**config.mk**
```make
export PLATFORM = sky130hd
export DESIGN_NAME = systolic_mm_sequencer
export DESIGN_NICKNAME = d
export VERILOG_FILES = /design/src/rtl/systolic_pkg.sv /design/src/rtl/systolic_skew_mux.sv /design/src/rtl/systolic_mm_sequencer.sv
export SDC_FILE = /design/constraint.sdc
export NUM_CORES = 1
export LEC_CHECK = 0
export ABC_AREA = 0
export BUFFER_PORTS_ARGS = -buffer_cell sky130_fd_sc_hd__buf_4
export CAP_MARGIN = 0
export CORE_AREA = 2 2 349 351
export CTS_CLUSTER_SIZE = 24
export DETAILED_ROUTE_END_ITERATION = 16
export DIE_AREA = 0 0 351 353
export PLACE_DENSITY = 0.43
export SKIP_LAST_GASP = 1
export SYNTH_ARGS = -nofsm -noshare
export SYNTH_HDL_FRONTEND = slang
export SYNTH_SLANG_ARGS = --single-unit
```
**constraint.sdc**
```tcl
create_clock -name clk -period 14.45 [get_ports clk]
set_input_delay 2.89 -clock clk [delete_from_list [all_inputs] [get_ports clk]]
set_output_delay 2.89 -clock clk [all_outputs]
set_load 0.01 [all_outputs]
```
**src/rtl/systolic_pkg.sv**
```systemverilog
// ---------------------------------------------------------------------------
// systolic_pkg
// Shared constants and types for the 4x4 output-stationary systolic
// matrix-multiply job sequencer.
//   ARRAY_SIZE / DW_IN / DW_OUT : default array geometry and data widths
//   FEED_CYC / DRAIN_CYC        : skewed-feed and pipeline-drain lengths
//   STEP_W                      : width of the shared step counter
//   seq_state_e                 : sequencer FSM states
//   operand_t / result_t        : signed element types
// ---------------------------------------------------------------------------
package systolic_pkg;

    localparam int ARRAY_SIZE = 4;
    localparam int DW_IN      = 8;
    localparam int DW_OUT     = 2 * DW_IN + $clog2(ARRAY_SIZE);

    localparam int FEED_CYC   = 2 * ARRAY_SIZE - 1;
    localparam int DRAIN_CYC  = ARRAY_SIZE;
    localparam int STEP_W     = $clog2(FEED_CYC);

    typedef enum logic [2:0] {
        IDLE,
        CLEAR,
        FEED,
        DRAIN,
        CAPT,
        RESULT
    } seq_state_e;

    typedef logic signed [DW_IN-1:0]  operand_t;
    typedef logic signed [DW_OUT-1:0] result_t;

    // Step counter width for an array of dimension n (never narrower than 1).
    function automatic int step_width(input int n);
        return ($clog2(2 * n - 1) > 0) ? $clog2(2 * n - 1) : 1;
    endfunction

endpackage

```
**src/rtl/systolic_skew_mux.sv**
```systemverilog
// ---------------------------------------------------------------------------
// systolic_skew_mux
// Combinational edge-operand selector. At feed step t, west lane i carries
// A[i][t-i] and north lane j carries B[t-j][j]; out-of-range lanes and any
// cycle with feed_en low drive zero, so the array only ever sees the
// diagonal wavefront.
// Ports:
//   feed_en : high during the FEED phase
//   step    : feed step t
//   a_lat   : latched A, A[i][k] at ((i*N+k)*DW_IN)+:DW_IN
//   b_lat   : latched B, B[k][j] same packing
//   arr_a   : west-edge operands, lane i -> row i
//   arr_b   : north-edge operands, lane j -> column j
// ---------------------------------------------------------------------------
module systolic_skew_mux
    import systolic_pkg::*;
#(
    parameter int ARRAY_SIZE = systolic_pkg::ARRAY_SIZE,
    parameter int DW_IN      = systolic_pkg::DW_IN,
    parameter int CNT_W      = systolic_pkg::STEP_W
) (
    input  logic                                   feed_en,
    input  logic [CNT_W-1:0]                       step,
    input  logic [ARRAY_SIZE*ARRAY_SIZE*DW_IN-1:0] a_lat,
    input  logic [ARRAY_SIZE*ARRAY_SIZE*DW_IN-1:0] b_lat,
    output logic [ARRAY_SIZE*DW_IN-1:0]            arr_a,
    output logic [ARRAY_SIZE*DW_IN-1:0]            arr_b
);

    always_comb begin
        // NOTE: every output gets a default before the conditional writes,
        // otherwise the untaken paths would infer latches.
        arr_a = '0;
        arr_b = '0;
        for (int lane = 0; lane < ARRAY_SIZE; lane++) begin
            int k;
            k = int'(step) - lane;
            if (feed_en && (k >= 0) && (k < ARRAY_SIZE)) begin
                arr_a[lane*DW_IN +: DW_IN] = a_lat[(lane*ARRAY_SIZE + k)*DW_IN +: DW_IN];
                arr_b[lane*DW_IN +: DW_IN] = b_lat[(k*ARRAY_SIZE + lane)*DW_IN +: DW_IN];
            end
        end
    end

endmodule

```
**src/rtl/systolic_mm_sequencer.sv**
```systemverilog
// ---------------------------------------------------------------------------
// systolic_mm_sequencer
// Job controller for an NxN output-stationary systolic matrix-multiply
// array: latches A/B on a start handshake, clears the PE accumulators,
// streams skewed operands, waits out the drain, captures C and holds it
// behind a valid/ready result handshake.
// Flow: IDLE -> CLEAR -> FEED(2N-1) -> DRAIN(N) -> CAPT -> RESULT -> IDLE.
// Ports:
//   clk, rst              : clock, asynchronous active-high reset
//   start / start_ready   : job request; start_ready high only in IDLE
//   start_accum           : (SYSTOLIC_SEQ_ACCUM_EN only) skip the clear so
//                           the array accumulates C_prev + A*B
//   a_mat / b_mat         : operand matrices, element (r,c) at ((r*N+c)*DW_IN)
//   arr_rst_n             : active-low PE accumulator clear
//   arr_a / arr_b         : west / north edge operands
//   arr_c                 : PE result bus, packed like a_mat
//   c_mat                 : captured result
//   res_valid / res_ready : result handshake
//   busy                  : high outside IDLE
//   done                  : one-cycle pulse when res_valid rises
// Build option: define SYSTOLIC_SEQ_ACCUM_EN to add the start_accum port.
// ---------------------------------------------------------------------------
module systolic_mm_sequencer
    import systolic_pkg::*;
#(
    parameter int ARRAY_SIZE = systolic_pkg::ARRAY_SIZE,
    parameter int DW_IN      = systolic_pkg::DW_IN,
    parameter int DW_OUT     = 2 * DW_IN + $clog2(ARRAY_SIZE)
) (
    input  logic                                    clk,
    input  logic                                    rst,
    input  logic                                    start,
`ifdef SYSTOLIC_SEQ_ACCUM_EN
    input  logic                                    start_accum,
`endif
    output logic                                    start_ready,
    input  logic [ARRAY_SIZE*ARRAY_SIZE*DW_IN-1:0]  a_mat,
    input  logic [ARRAY_SIZE*ARRAY_SIZE*DW_IN-1:0]  b_mat,
    output logic                                    arr_rst_n,
    output logic [ARRAY_SIZE*DW_IN-1:0]             arr_a,
    output logic [ARRAY_SIZE*DW_IN-1:0]             arr_b,
    input  logic [ARRAY_SIZE*ARRAY_SIZE*DW_OUT-1:0] arr_c,
    output logic [ARRAY_SIZE*ARRAY_SIZE*DW_OUT-1:0] c_mat,
    output logic                                    res_valid,
    input  logic                                    res_ready,
    output logic                                    busy,
    output logic                                    done
);

    localparam int FEED_LEN  = 2 * ARRAY_SIZE - 1;
    localparam int DRAIN_LEN = ARRAY_SIZE;
    localparam int CNT_W     = step_width(ARRAY_SIZE);

    seq_state_e                           state;
    logic [CNT_W-1:0]                     step;
    logic [ARRAY_SIZE*ARRAY_SIZE*DW_IN-1:0] a_lat;
    logic [ARRAY_SIZE*ARRAY_SIZE*DW_IN-1:0] b_lat;
    logic                                 accept;
    logic                                 accum_req;

`ifdef SYSTOLIC_SEQ_ACCUM_EN
    assign accum_req = start_accum;
`else
    assign accum_req = 1'b0;
`endif

    assign accept = start && start_ready;

    // Held low during reset as well, so an aborted job never leaves
    // partial sums in the array.
    assign arr_rst_n = ~rst && (state != CLEAR);

    // NOTE: the operand latches are plain data registers with no reset; they
    // are only ever read after an accept has loaded them, and leaving them off
    // the reset net keeps the wide flops cheap.
    always_ff @(posedge clk) begin
        if (accept) begin
            a_lat <= a_mat;
            b_lat <= b_mat;
        end
    end

    // NOTE: all state updates use non-blocking assignments so every register
    // samples pre-edge values, independent of statement order.
    always_ff @(posedge clk or posedge rst) begin
        if (rst) begin
            state       <= IDLE;
            step        <= '0;
            c_mat       <= '0;
            res_valid   <= 1'b0;
            done        <= 1'b0;
            busy        <= 1'b0;
            start_ready <= 1'b1;
        end else begin
            done <= 1'b0;
            case (state)
                IDLE: begin
                    if (accept) begin
                        step        <= '0;
                        busy        <= 1'b1;
                        start_ready <= 1'b0;
                        state       <= accum_req ? FEED : CLEAR;
                    end
                end
                CLEAR: begin
                    step  <= '0;
                    state <= FEED;
                end
                FEED: begin
                    if (step == CNT_W'(FEED_LEN - 1)) begin
                        step  <= '0;
                        state <= DRAIN;
                    end else begin
                        step <= step + 1'b1;
                    end
                end
                DRAIN: begin
                    // The counter is reused to wait for the last product to
                    // ripple through to the far corner PE.
                    if (step == CNT_W'(DRAIN_LEN - 1)) begin
                        step  <= '0;
                        state <= CAPT;
                    end else begin
                        step <= step + 1'b1;
                    end
                end
                CAPT: begin
                    c_mat     <= arr_c;
                    res_valid <= 1'b1;
                    done      <= 1'b1;
                    state     <= RESULT;
                end
                RESULT: begin
                    if (res_ready) begin
                        res_valid   <= 1'b0;
                        busy        <= 1'b0;
                        start_ready <= 1'b1;
                        state       <= IDLE;
                    end
                end
                default: begin
                    state       <= IDLE;
                    step        <= '0;
                    res_valid   <= 1'b0;
                    busy        <= 1'b0;
                    start_ready <= 1'b1;
                end
            endcase
        end
    end

    systolic_skew_mux #(
        .ARRAY_SIZE (ARRAY_SIZE),
        .DW_IN      (DW_IN),
        .CNT_W      (CNT_W)
    ) u_skew_mux (
        .feed_en (state == FEED),
        .step    (step),
        .a_lat   (a_lat),
        .b_lat   (b_lat),
        .arr_a   (arr_a),
        .arr_b   (arr_b)
    );

endmodule

```
Yosys cells after proc, flatten, opt, wreduce, memory -nomap -nowiden. Index checks and enable logic that the tools add are counted. Widths: inputs -> output; s select.

Register bits: 554. Bits of input ports: 548. Output and inout port bits: 357. Word-level logic and storage cells: 94.

Add/sub/neg operators: 10. Order comparisons: 8. Equality and inequality tests: 12. Shift operators: 8. Muxes and demuxes: 25. Bitwise logic cells: 4. Reduce and logical (&&, ||, !) cells: 18.

Operators with widths (number): $shiftx 128x32->8 (6); $shiftx 128x7->8 (1); $shiftx 128x9->8 (1); $mux 8 (8); $mux 3 (7); $pmux 3 s6 (1); $add 6x3->7 const B (2); $add 5x4->6 const A (2); $ge 4x1->1 const B (3); $lt 4x4->1 const B (3); $pmux 3 s4 (1); $logic_and 1x1->1 (10); $eq 3x2->1 const B (3); $eq 3x3->1 const B (3); $pmux 1 s3 (3); $ne 2x2->1 const B (4); $reduce_or 4->1 (2); $sub 3x2->4 const B (2); $add 6x2->7 const B (1); $add 4x4->5 const A (1); $mux 1 (5); $not 1->1 (4); $reduce_and 2->1 (2); $reduce_and 4->1 (1); other kinds (9) (9).

Longest topological paths before layout. Gate-level depths: netlist (run 1).

Word-level depth: 5. Mapped depth: 14. Mapped depth without buffers: 9.

Modules after synthesis. Synthesis (run 1) repeated with hierarchy kept, for this count alone.

Cells, all modules: 1339. Area total of the unflattened synthesis: 23178.5 um^2.

Modules (own cells, without submodules): systolic_mm_sequencer (times used 1, cells each 923, area each 19045.8 um^2, seq. area each 15145.8 um^2); systolic_skew_mux (times used 1, cells each 416, area each 4132.7 um^2, seq. area each 0.0 um^2).

Worst setup path after synthesis (run 1). No wires, ideal clock.

Path type: input-to-reg. Start point: in start. End point: reg busy. Library setup time: 0.105 ns. Arrival: 9.271 ns. Required time: 14.345 ns. Path slack: 5.074 ns. Stages: 3. Buffers on the path: 0. Cells stage by stage: and2_1 > a21oi_1 > o21ai_0.

Longest elaborated chain between the ends: 3.

Ends and longest elaborated chain: start: declaration (RTL line systolic_mm_sequencer.sv:32) `input logic start,`; $logic_and 1x1->1 (RTL line systolic_mm_sequencer.sv:67) `assign accept = start && start_ready;`; $ne 2x2->1 (no source line); $reduce_and 3->1 (no source line); end signal: assignment (RTL line systolic_mm_sequencer.sv:92) `busy <= 1'b0;`; end signal: assignment (RTL line systolic_mm_sequencer.sv:100) `busy <= 1'b1;`; end signal: assignment (RTL line systolic_mm_sequencer.sv:136) `busy <= 1'b0;`; end: declaration (RTL line systolic_mm_sequencer.sv:46) `output logic busy,`.

No other way between the ends. A chain may end at the register's enable or synchronous reset.

Final worst setup path (run 1).
Start point: reg step[1]. End point: out arr_b[12].

Longest elaborated chain between the ends: 5. Elaborated cells between the ends (all ways): 8. Classes of those cells: add/sub (2); order compare (2); shift (1); mux (1); reduce/logical (2).

Ends and longest elaborated chain: start: declaration (RTL line systolic_mm_sequencer.sv:55) `logic [CNT_W-1:0] step;`; start signal: assignment (RTL line systolic_mm_sequencer.sv:114) `step <= step + 1'b1;`; start signal: assignment (RTL line systolic_mm_sequencer.sv:124) `step <= step + 1'b1;`; $sub 3x1->4 * (RTL line systolic_skew_mux.sv:37) `k = int'(step) - lane;`; branches (longest 3 deep; another with $add 6x2->7); $mux 8 * (RTL line systolic_skew_mux.sv:38) `if (feed_en && (k >= 0) && (k < ARRAY_SIZE)) begin`; end: declaration (RTL line systolic_mm_sequencer.sv:41) `output logic [ARRAY_SIZE*DW_IN-1:0] arr_b,`.

Mark *: on every way between the ends.

==> flow_summary.json, run 1 <==
{
  "nNetsFinal": 2718,
  "synthCells": 1237,
  "die_area_sq_mm": 0.124,
  "ys_seq_elements": 554,
  "cts_made_buffers": 72,
  "ys_warn_count": 0,
  "wl_um": 98500,
  "die_h_um": 353,
  "synthToLayoutAreaGrowth_pct": 49.1,
  "synthArstFlopShare": 0.538,
  "grt_use_met1": 0.152,
  "synth_top_area_share": 0.339,
  "avgSynthCellArea_sq_um": 18.3,
  "cts_max_level": 3,
  "drc": 0,
  "final_cell_area_sq_mm": 0.0338,
  "yosys.area.top_type": "edfxtp_1",
  "busiest_layer": "met2",
  "routabilityCongestion": 0.848,
  "crit_type": "reg2out",
  "utilization": 0.280,
  "drv_slew": 0,
  "hp-class": "reg2reg",
  "use_met2": 0.268,
  "grt_overflow": 0,
  "ios": 905,
  "grt_max_degree": 145,
  "place_ws_ns": 7.18,
  "worstSkewPairLatency_ns": 0.65,
  "ctsHoldBuffers": 0,
  "cts_buffer_depth": 3,
  "cts.sinks": 554,
  "start_util": 0.188,
  "seq_area_frac_synth": 0.668,
  "rsz0062_at_grt": "no",
  "mostFrequentLayoutCells": "buf_4 (917), dfrtp_1 (295), mux2_2 (288)",
  "power.density_mw_per_mm2": 107,
  "postCtsSetupRepairBufs": 0,
  "final_common_cell": "buf_4",
  "port_buffers": 904,
  "crit_arrival_ns": 4.89,
  "postPlaceCellArea_sq_mm": 0.0313,
  "grtUsageTotal": 0.154,
  "antenna_found_initial": 40,
  "hold_viol_final": 0,
  "wl_per_cell_um": 25.6,
  "drt-pass1-iter-count": 5,
  "setup_viol": 0,
  "timing.final.ws_setup_ns": 6.67,
  "row_count": 128,
  "syn-cell-area_sq_mm": 0.0227,
  "leakage_nw": 15.4,
  "clk_pin_slew_worst_paths_ns": 0.05,
  "clockRootBuffer": "clkbuf_16",
  "min_period_over_period": 0.538,
  "use_met3": 0.0725,
  "synth-simple-area-share": 0.0217,
  "cts_tree": "built",
  "path_max_fanout": 32,
  "tightest_slew_ns": 1.16,
  "dpl.hpwl_um": 77700,
  "syn-num-nets": 1797,
  "first_global_vias": 17100,
  "end_kind": "primary output",
  "setup_tns_ns": 0,
  "synth_top_family_by_area": "multiplexers",
  "cap_viol_max_count": 0,
  "cp-start-kind": "register",
  "synthXorXnorAreaFrac": 0.000386,
  "min_period_ns": 7.78,
  "required_ns": 11.56,
  "synth.distinct_cells": 42,
  "viasPerCell": 4.08,
  "muxShareOfSynthArea": 0.263,
  "relSlewSlack": 0.225,
  "synth_edf_count": 256,
  "grt_pass1_wl_um": 134000,
  "finClkSkew_ns": 0.0148,
  "synth-compound-area-share": 0.0199,
  "ir_drop_mv": 0.0737,
  "antenna_left": 0,
  "synth_area_leaders": "edfxtp_1 (34%), dfrtp_1 (33%), mux2_2 (14%)",
  "fmax_mhz": 129,
  "synth_fa_ha_area_frac": 0.00662,
  "route.vias.total": 15700,
  "core_sq_mm": 0.121,
  "drive_above_1_share": 0.654,
  "cts_resized": 0,
  "fp.dieW_um": 351,
  "dominantRegCellSynth": "dfrtp_1",
  "status": "finished, final reports clean",
  "drt-initial-drc-count": 838
}
==> flip-flops by register name (all words and copies together) (netlist names) <==
name,cells
done,1
start_ready,1
step,3
busy,1
b_lat,128
a_lat,128
state,3
res_valid,1
c_mat,288
==> synthesized netlist by cell type (3+ instances only) <==
library cell  count
dfrtp_1         297
mux2_2          288
edfxtp_1        256
mux4_2          120
buf_2            41
and3_1           35
inv_1            28
a22oi_1          24
nand2_1          21
a21oi_1          19
clkbuf_1         15
ha_1             12
buf_1            11
nor2b_1           9
o22ai_1           9
nor2_1            7
buf_4             5
nor3_1            5
nand3_1           4
a31oi_1           3
o21ai_0           3
==> layout make-up <==
cell class                      count  area [sq um]
Fill cell                       12400         86800
Timing Repair Buffer              920          6940
Tap cell                         1625          2030
Clock buffer                       96          2000
Multi-Input combinational cell    580          7100
Inverter                           30           120
Antenna cell                       10          25.0
Sequential cell                   554         15200
Clock inverter                     34           425
==> power by group <==
group / switching [W] / leakage, nW / internal [W]
combinational: 0.0000439 / 7.73 / 0.0000934
sequential: 0 / 6.45 / 0.00165
clock: 0.000749 / 1.19 / 0.00109
total: 0.000793 / 15.4 / 0.00284
==> through the flow <==
step | total power [W] | std cells | hold slack (ns)
3_3_place_gp | 0.00182 | 3709 | 0.485
2_1_floorplan | 0.00170 | 1237 | 0.488
4_1_cts | 0.00371 | 3839 | 0.509
3_5_place_dp | 0.00182 | 3709 | 0.495
6_report | 0.00363 | 3849 | 0.506
5_1_grt | 0.00378 | 3841 | 0.520
==> layer usage <==
layer	wire (um)	vias up
met5	403	-
met4	4990	62
met3	10900	203
met2	49800	723
met1	32400	8017
li1	-	6680
==> critical path, stage by stage, from the launching register on <==
cell and delay, ns:
dfrtp_2 0.73, buf_4 0.58, inv_1 0.17, ha_2 0.23, xnor2_2 0.18, clkinv_1 0.52
ha_1 0.45, nor3_2 0.93, and3_1 0.31, buf_4 0.13
==> cell families after synthesis <==
kind of cell | Yosys count
flops | 554
fa+ha+maj | 12
simple gates | 90
mux | 409
buf+inv | 103
xor+xnor | 1
compound gates | 68
==> final timing paths <==
path / startpoint / slack, ns / endpoint / cells after the start
max: step[1] / 6.67 / arr_b[12] / 9
min: c_mat[277] / 0.51 / c_mat[277] / 1
max reg2reg: state[2] / 10.04 / c_mat[52] / 6
max in group asynchronous: rst / 9.87 / c_mat[204] / 4
min reg2reg: c_mat[277] / 0.51 / c_mat[277] / 1
min in group asynchronous: rst / 2.33 / res_valid / 2
Note: power is estimated with default switching activity, not from simulation.
==> run 2: changes to the inputs <==
--- a/config.mk
+++ b/config.mk
@@ -5,14 +5,14 @@
 export SDC_FILE = /design/constraint.sdc
 export NUM_CORES = 1
 export LEC_CHECK = 0
-export ABC_AREA = 0
+export ABC_AREA = 1
 export BUFFER_PORTS_ARGS = -buffer_cell sky130_fd_sc_hd__buf_4
 export CAP_MARGIN = 0
-export CORE_AREA = 2 2 349 351
+export CORE_AREA = 2 2 351 353
 export CTS_CLUSTER_SIZE = 24
 export DETAILED_ROUTE_END_ITERATION = 16
-export DIE_AREA = 0 0 351 353
-export PLACE_DENSITY = 0.43
+export DIE_AREA = 0 0 353 355
+export PLACE_DENSITY = 0.45
 export SKIP_LAST_GASP = 1
 export SYNTH_ARGS = -nofsm -noshare
 export SYNTH_HDL_FRONTEND = slang
==> constraint.sdc (replaced) <==
create_clock -name clk -period 6.4 [get_ports clk]
set_input_delay 1.28 -clock clk [delete_from_list [all_inputs] [get_ports clk]]
set_output_delay 1.28 -clock clk [all_outputs]
set_load 0.01 [all_outputs]
==> flow_summary.json, run 2 <==
{
  "syn-num-nets": 3037,
  "drive_above_1_share": 0.311,
  "yosys.area.top_type": "edfxtp_1",
  "postCtsSetupRepairBufs": 0,
  "rrSetupSlack_ns": 3.14,
  "synth_top_area_share": 0.331,
  "crit_arrival_ns": 4.12,
  "ys_warn_count": 0,
  "finClkSkew_ns": 0.0276,
  "crit_type": "reg2out",
  "avgSynthCellArea_sq_um": 9.38,
  "worstSkewPairLatency_ns": 0.64,
  "cts.sinks": 554,
  "crit_cells": 8,
  "path_max_fanout": 53,
  "grt_overflow": 0,
  "route.vias.total": 20200,
  "cts_made_buffers": 71,
  "nNetsFinal": 3899,
  "drv_slew": 0,
  "cts_resized": 0,
  "ios": 905,
  "ctsHoldBuffers": 0,
  "synth_area_leaders": "edfxtp_1 (33%), dfrtp_1 (32%), nand2_1 (18%)",
  "ys_seq_elements": 554,
  "cp-start-kind": "register",
  "min_period_ns": 5.40,
  "viasPerCell": 4.02,
  "final_cell_area_sq_mm": 0.0341,
  "drt-initial-drc-count": 1600,
  "die_area_sq_mm": 0.125,
  "regToRegStartpoint": "step[0]",
  "dominantRegCellSynth": "dfrtp_1",
  "start_util": 0.191,
  "cts_max_level": 3,
  "drt-pass1-iter-count": 5,
  "seq_area_frac_synth": 0.652,
  "drc": 0,
  "final_common_cell": "nand2_1",
  "end_kind": "primary output",
  "row_count": 128,
  "crit_chain": "ha_1 -> ha_1 -> clkinv_1 -> nand3_1 -> nand2_1 -> nor2_1 -> nor2_1 -> buf_4",
  "dp_cells": 4891,
  "syn-cell-area_sq_mm": 0.0232,
  "port_buffers": 904,
  "largest_register_ffs": 288,
  "routabilityCongestion": 0.849,
  "power.density_mw_per_mm2": 514,
  "path_delay_family": "adder cells",
  "rr_endpoint": "step[2]",
  "relSlewSlack": 0.317,
  "top_register": "c_mat",
  "core_sq_mm": 0.121,
  "dpl.hpwl_um": 77100,
  "grt_max_degree": 178,
  "rsz0062_at_grt": "no",
  "crit_start": "step[0]",
  "fmax_mhz": 185,
  "utilization": 0.281,
  "top_regs": "c_mat: 288 flops, a_lat: 128 flops, b_lat: 128 flops",
  "wl_um": 102000,
  "fp.dieW_um": 353,
  "antenna_found_initial": 25,
  "setup_tns_ns": 0,
  "required_ns": 5.12,
  "die_h_um": 355,
  "grt_pass1_wl_um": 144000,
  "synthArstFlopShare": 0.538,
  "synthCells": 2477,
  "synth_edf_count": 256,
  "ir_drop_mv": 0.240,
  "clk_pin_slew_worst_paths_ns": 0.07,
  "setup.worst_path.end": "arr_a[26]",
  "synthToLayoutAreaGrowth_pct": 46.8,
  "clockRootBuffer": "clkbuf_16",
  "synth_most_common_cell": "nand2_1",
  "synthTopCellsByCount": "nand2_1 (1092), dfrtp_1 (297), nor2_1 (267)",
  "min_period_over_period": 0.844,
  "stdcell_count": 5029,
  "cp_slowest_stage_delay_ns": 0.83,
  "mostFrequentLayoutCells": "nand2_1 (1091), buf_4 (920), dfrtp_1 (295)",
  "wl_per_cell_um": 20.3,
  "antenna_left": 0,
  "grtUsageTotal": 0.157,
  "cap_viol_max_count": 0,
  "path_buf_inv": 2,
  "synth.distinct_cells": 29,
  "status": "finished, final reports clean",
  "tightest_slew_ns": 1.02,
  "leakage_nw": 16.2,
  "ff2ff_path_depth": 5,
  "first_global_vias": 20300,
  "hp-class": "reg2reg",
  "setup_viol": 0,
  "cts_buffer_depth": 3,
  "timing.critical_path.slowest_stage_cell": "ha_1",
  "cts_tree": "built",
  "postPlaceCellArea_sq_mm": 0.0316,
  "hold_viol_final": 0
}
==> run 2: cell count changes after synthesis, moves of 7 or more <==
| cell | change |
|---|---|
| nand3_1 | +176 |
| mux2_2 | -288 |
| nor2_1 | +260 |
| buf_2 | +44 |
| nor2b_1 | -9 |
| buf_6 | +11 |
| nand2_1 | +1071 |
| and3_1 | -35 |
| a21oi_1 | +16 |
| o21ai_0 | +116 |
| o21ai_1 | +15 |
| mux4_2 | -120 |
| o22ai_1 | +7 |
| a22oi_1 | -23 |
==> run 2: stage by stage <==
step	setup WS, ns	hold slack [ns]	power [W]
after detailed placement	1.59	0.466	0.0133
after global routing	0.720	0.493	0.0187
after global placement	1.69	0.461	0.0133
final	1.00	0.478	0.0175
after CTS	0.882	0.482	0.0177
after floorplan	0.804	0.474	0.00968
==> run 2: routing by layer <==
metal | global-route usage | up-vias | wire length [um]
li1 | - | 9754 | -
met1 | 0.198 | 9447 | 42600
met2 | 0.244 | 853 | 46700
met3 | 0.0605 | 148 | 10100
met4 | 0.0557 | 20 | 2670
met5 | 0 | - | 128
==> run 2: worst min-delay path by stage <==
stage	from	slack (ns)	to	cells past startpoint
6_report	c_mat[147]	0.48	c_mat[147]	2
3_3_place_gp	busy	0.46	busy	2
3_5_place_dp	c_mat[117]	0.47	c_mat[117]	2
2_1_floorplan	start_ready	0.47	start_ready	2
4_1_cts	c_mat[206]	0.48	c_mat[206]	2
5_1_grt	c_mat[266]	0.49	c_mat[266]	2
==> run 2: area by class of cell <==
| class | count | area (sq um) |
|---|---|---|
| fill | 13100 | 87300 |
| sequential | 554 | 15200 |
| multi-input combinational | 1746 | 7210 |
| timing repair buffer | 925 | 7010 |
| tap | 1625 | 2030 |
| clock buffer | 94 | 1930 |
| clock inverter | 32 | 572 |
| inverter | 41 | 174 |
| antenna | 12 | 30.0 |
==> run 2: cell families after synthesis <==
family / count (synthesis) / synth area share
AND/OR/NAND/NOR: 1547 / 0.262
AO/OA/AOI/OAI: 187 / 0.0413
flip-flops: 554 / 0.652
adder cells (fa/ha/maj): 12 / 0.00646
buffers and inverters: 177 / 0.0390
==> run 2: worst min-delay path, stage by stage, from the launching register on <==
cell     delay [ns]
dfrtp_1        0.34
nand2_1        0.05
nand2_1        0.06
==> run 2: report_power, final <==
part           leakage, nW  total [W]  switching [W]  internal, W
logic                 8.94    0.00739        0.00455      0.00284
registers             6.02    0.00580       0.000739      0.00506
clock network         1.21    0.00432        0.00169      0.00264
total                 16.2     0.0175        0.00698       0.0105
==> run 3: changes to the inputs <==
==> constraint.sdc (replaced) <==
create_clock -name clk -period 4.4 [get_ports clk]
set_input_delay 0.88 -clock clk [delete_from_list [all_inputs] [get_ports clk]]
set_output_delay 0.88 -clock clk [all_outputs]
set_load 0.01 [all_outputs]
==> flow_summary.json, run 3 (same netlist as run 2, synthesis figures left out) <==
{
  "synthToLayoutAreaGrowth_pct": 47.1,
  "setup_tns_ns": 0,
  "drt-initial-drc-count": 1607,
  "row_count": 128,
  "p_sw_frac": 0.404,
  "min_period_ns": 4.15,
  "hold_viol_final": 0,
  "viasPerCell": 4.06,
  "antenna_found_initial": 20,
  "status": "finished, final reports clean",
  "fin_total_pwr_w": 0.0254,
  "cts_tree": "built",
  "final_cell_area_sq_mm": 0.0342,
  "path_max_fanout": 37,
  "rsz0062_at_grt": "no",
  "crit_arrival_ns": 3.27,
  "start_util": 0.191,
  "required_ns": 3.52,
  "cts.sinks": 554,
  "port_buffers": 904,
  "clk_pin_slew_worst_paths_ns": 0.06,
  "dp_cells": 4900,
  "cts_buffer_depth": 3,
  "setup_viol": 0,
  "cp-start-kind": "register",
  "die_area_sq_mm": 0.125,
  "first_global_vias": 20200,
  "stdcell_count": 5043,
  "top_regs": "c_mat: 288 flops, a_lat: 128 flops, b_lat: 128 flops",
  "p_comb_frac": 0.431,
  "cap_viol_max_count": 0,
  "die_h_um": 355,
  "postPlaceCellArea_sq_mm": 0.0317,
  "nNetsFinal": 3912,
  "wl_per_cell_um": 20.3,
  "whs_ns": 0.280,
  "end_kind": "primary output",
  "largest_register_ffs": 288,
  "core_sq_mm": 0.121,
  "ctsHoldBuffers": 0,
  "fp.dieW_um": 353,
  "ios": 905,
  "regToRegStartpoint": "start_ready",
  "ir_drop_mv": 0.356,
  "drt-pass1-iter-count": 7,
  "pwr-share-seq": 0.330,
  "leakage_nw": 16.2,
  "hp-class": "in2async",
  "dpl.hpwl_um": 77000,
  "cts_max_level": 3,
  "clockPowerShare": 0.239,
  "worstSkewPairLatency_ns": 0.64,
  "rrSetupSlack_ns": 1.41,
  "grt_max_degree": 202,
  "mostFrequentLayoutCells": "nand2_1 (1090), buf_4 (926), dfrtp_1 (295)",
  "grtUsageTotal": 0.156,
  "relSlewSlack": 0.0443,
  "ff2ff_path_depth": 4,
  "route.vias.total": 20500,
  "power.internal_w": 0.0151,
  "routabilityCongestion": 0.854,
  "final_common_cell": "nand2_1",
  "drc": 0,
  "grt_overflow": 0,
  "drv_slew": 0,
  "cts_made_buffers": 74,
  "crit_type": "reg2out",
  "drive_above_1_share": 0.315,
  "tightest_slew_ns": 1.43,
  "top_register": "c_mat",
  "clockRootBuffer": "clkbuf_16",
  "antenna_left": 0,
  "grt_pass1_wl_um": 144000,
  "p_switching_w": 0.0102,
  "wl_um": 102000,
  "fmax_mhz": 241,
  "power.density_mw_per_mm2": 742,
  "finClkSkew_ns": 0.0279,
  "min_period_over_period": 0.944,
  "rr_endpoint": "a_lat[77]"
}
==> run 3: area by class of cell <==
type | instances | area (sq um)
multi-input cells | 1746 | 7250
fillers | 13100 | 87200
clock buffers | 103 | 2020
clock inverters | 31 | 404
well taps | 1625 | 2030
diodes | 8 | 20.0
inverters | 41 | 190
repair buffers | 935 | 7130
flip-flops and latches | 554 | 15200
==> run 3: routing by layer <==
metal	global-route usage	part of all wire
met5	0	0.00087
met4	0.0569	0.031
met3	0.0489	0.080
met2	0.245	0.46
met1	0.200	0.43
==> run 3: metrics by stage <==
step	setup WS [ns]	utilization
2_1_floorplan	-0.739	-
6_report	0.248	0.282
5_1_grt	0.0603	0.282
3_3_place_gp	0.529	0.261
4_1_cts	0.0159	0.281
3_5_place_dp	0.532	0.261
==> run 3: worst max-delay path by stage <==
stage          startpoint         to  slack [ns]  depth (start not counted)
4_1_cts           step[0]  arr_a[12]        0.02                         11
2_1_floorplan       start   a_lat[0]       -0.74                          2
6_report          step[0]  arr_a[15]        0.25                         10
3_3_place_gp      step[0]   arr_a[9]        0.53                         11
5_1_grt           step[1]  arr_b[26]        0.06                          8
3_5_place_dp      step[0]   arr_a[9]        0.53                         11
==> run 3: repair_timing <==
| action | CTS | global route |
|---|---|---|
| gates resized for setup | 5 | 9 |
| endpoints found under the hold margin | 0 | 0 |
| setup buffers | 0 | 1 |
| endpoints found under the setup margin | 14 | 24 |
==> run 3: worst max-delay path, stage by stage (launching register included) <==
cell and delay, ns:
dfrtp_4 0.60, clkinv_8 0.21, ha_4 0.21, nand2_1 0.07
nand2_2 0.16, ha_2 0.49, inv_1 0.19, nand2_1 0.11
nor2_1 0.04, nor2_1 0.31, buf_4 0.22
==> run 3: power groups by stage <==
| stage | Sequential [W] | Clock [W] | Combinational, W |
|---|---|---|---|
| after CTS | 0.00838 | 0.00626 | 0.0110 |
| after floorplan | 0.00895 | 0 | 0.00514 |
| after global placement | 0.00841 | 0 | 0.0110 |
| after detailed placement | 0.00844 | 0 | 0.0109 |
| final | 0.00837 | 0.00606 | 0.0109 |
| after global routing | 0.00857 | 0.00644 | 0.0120 |
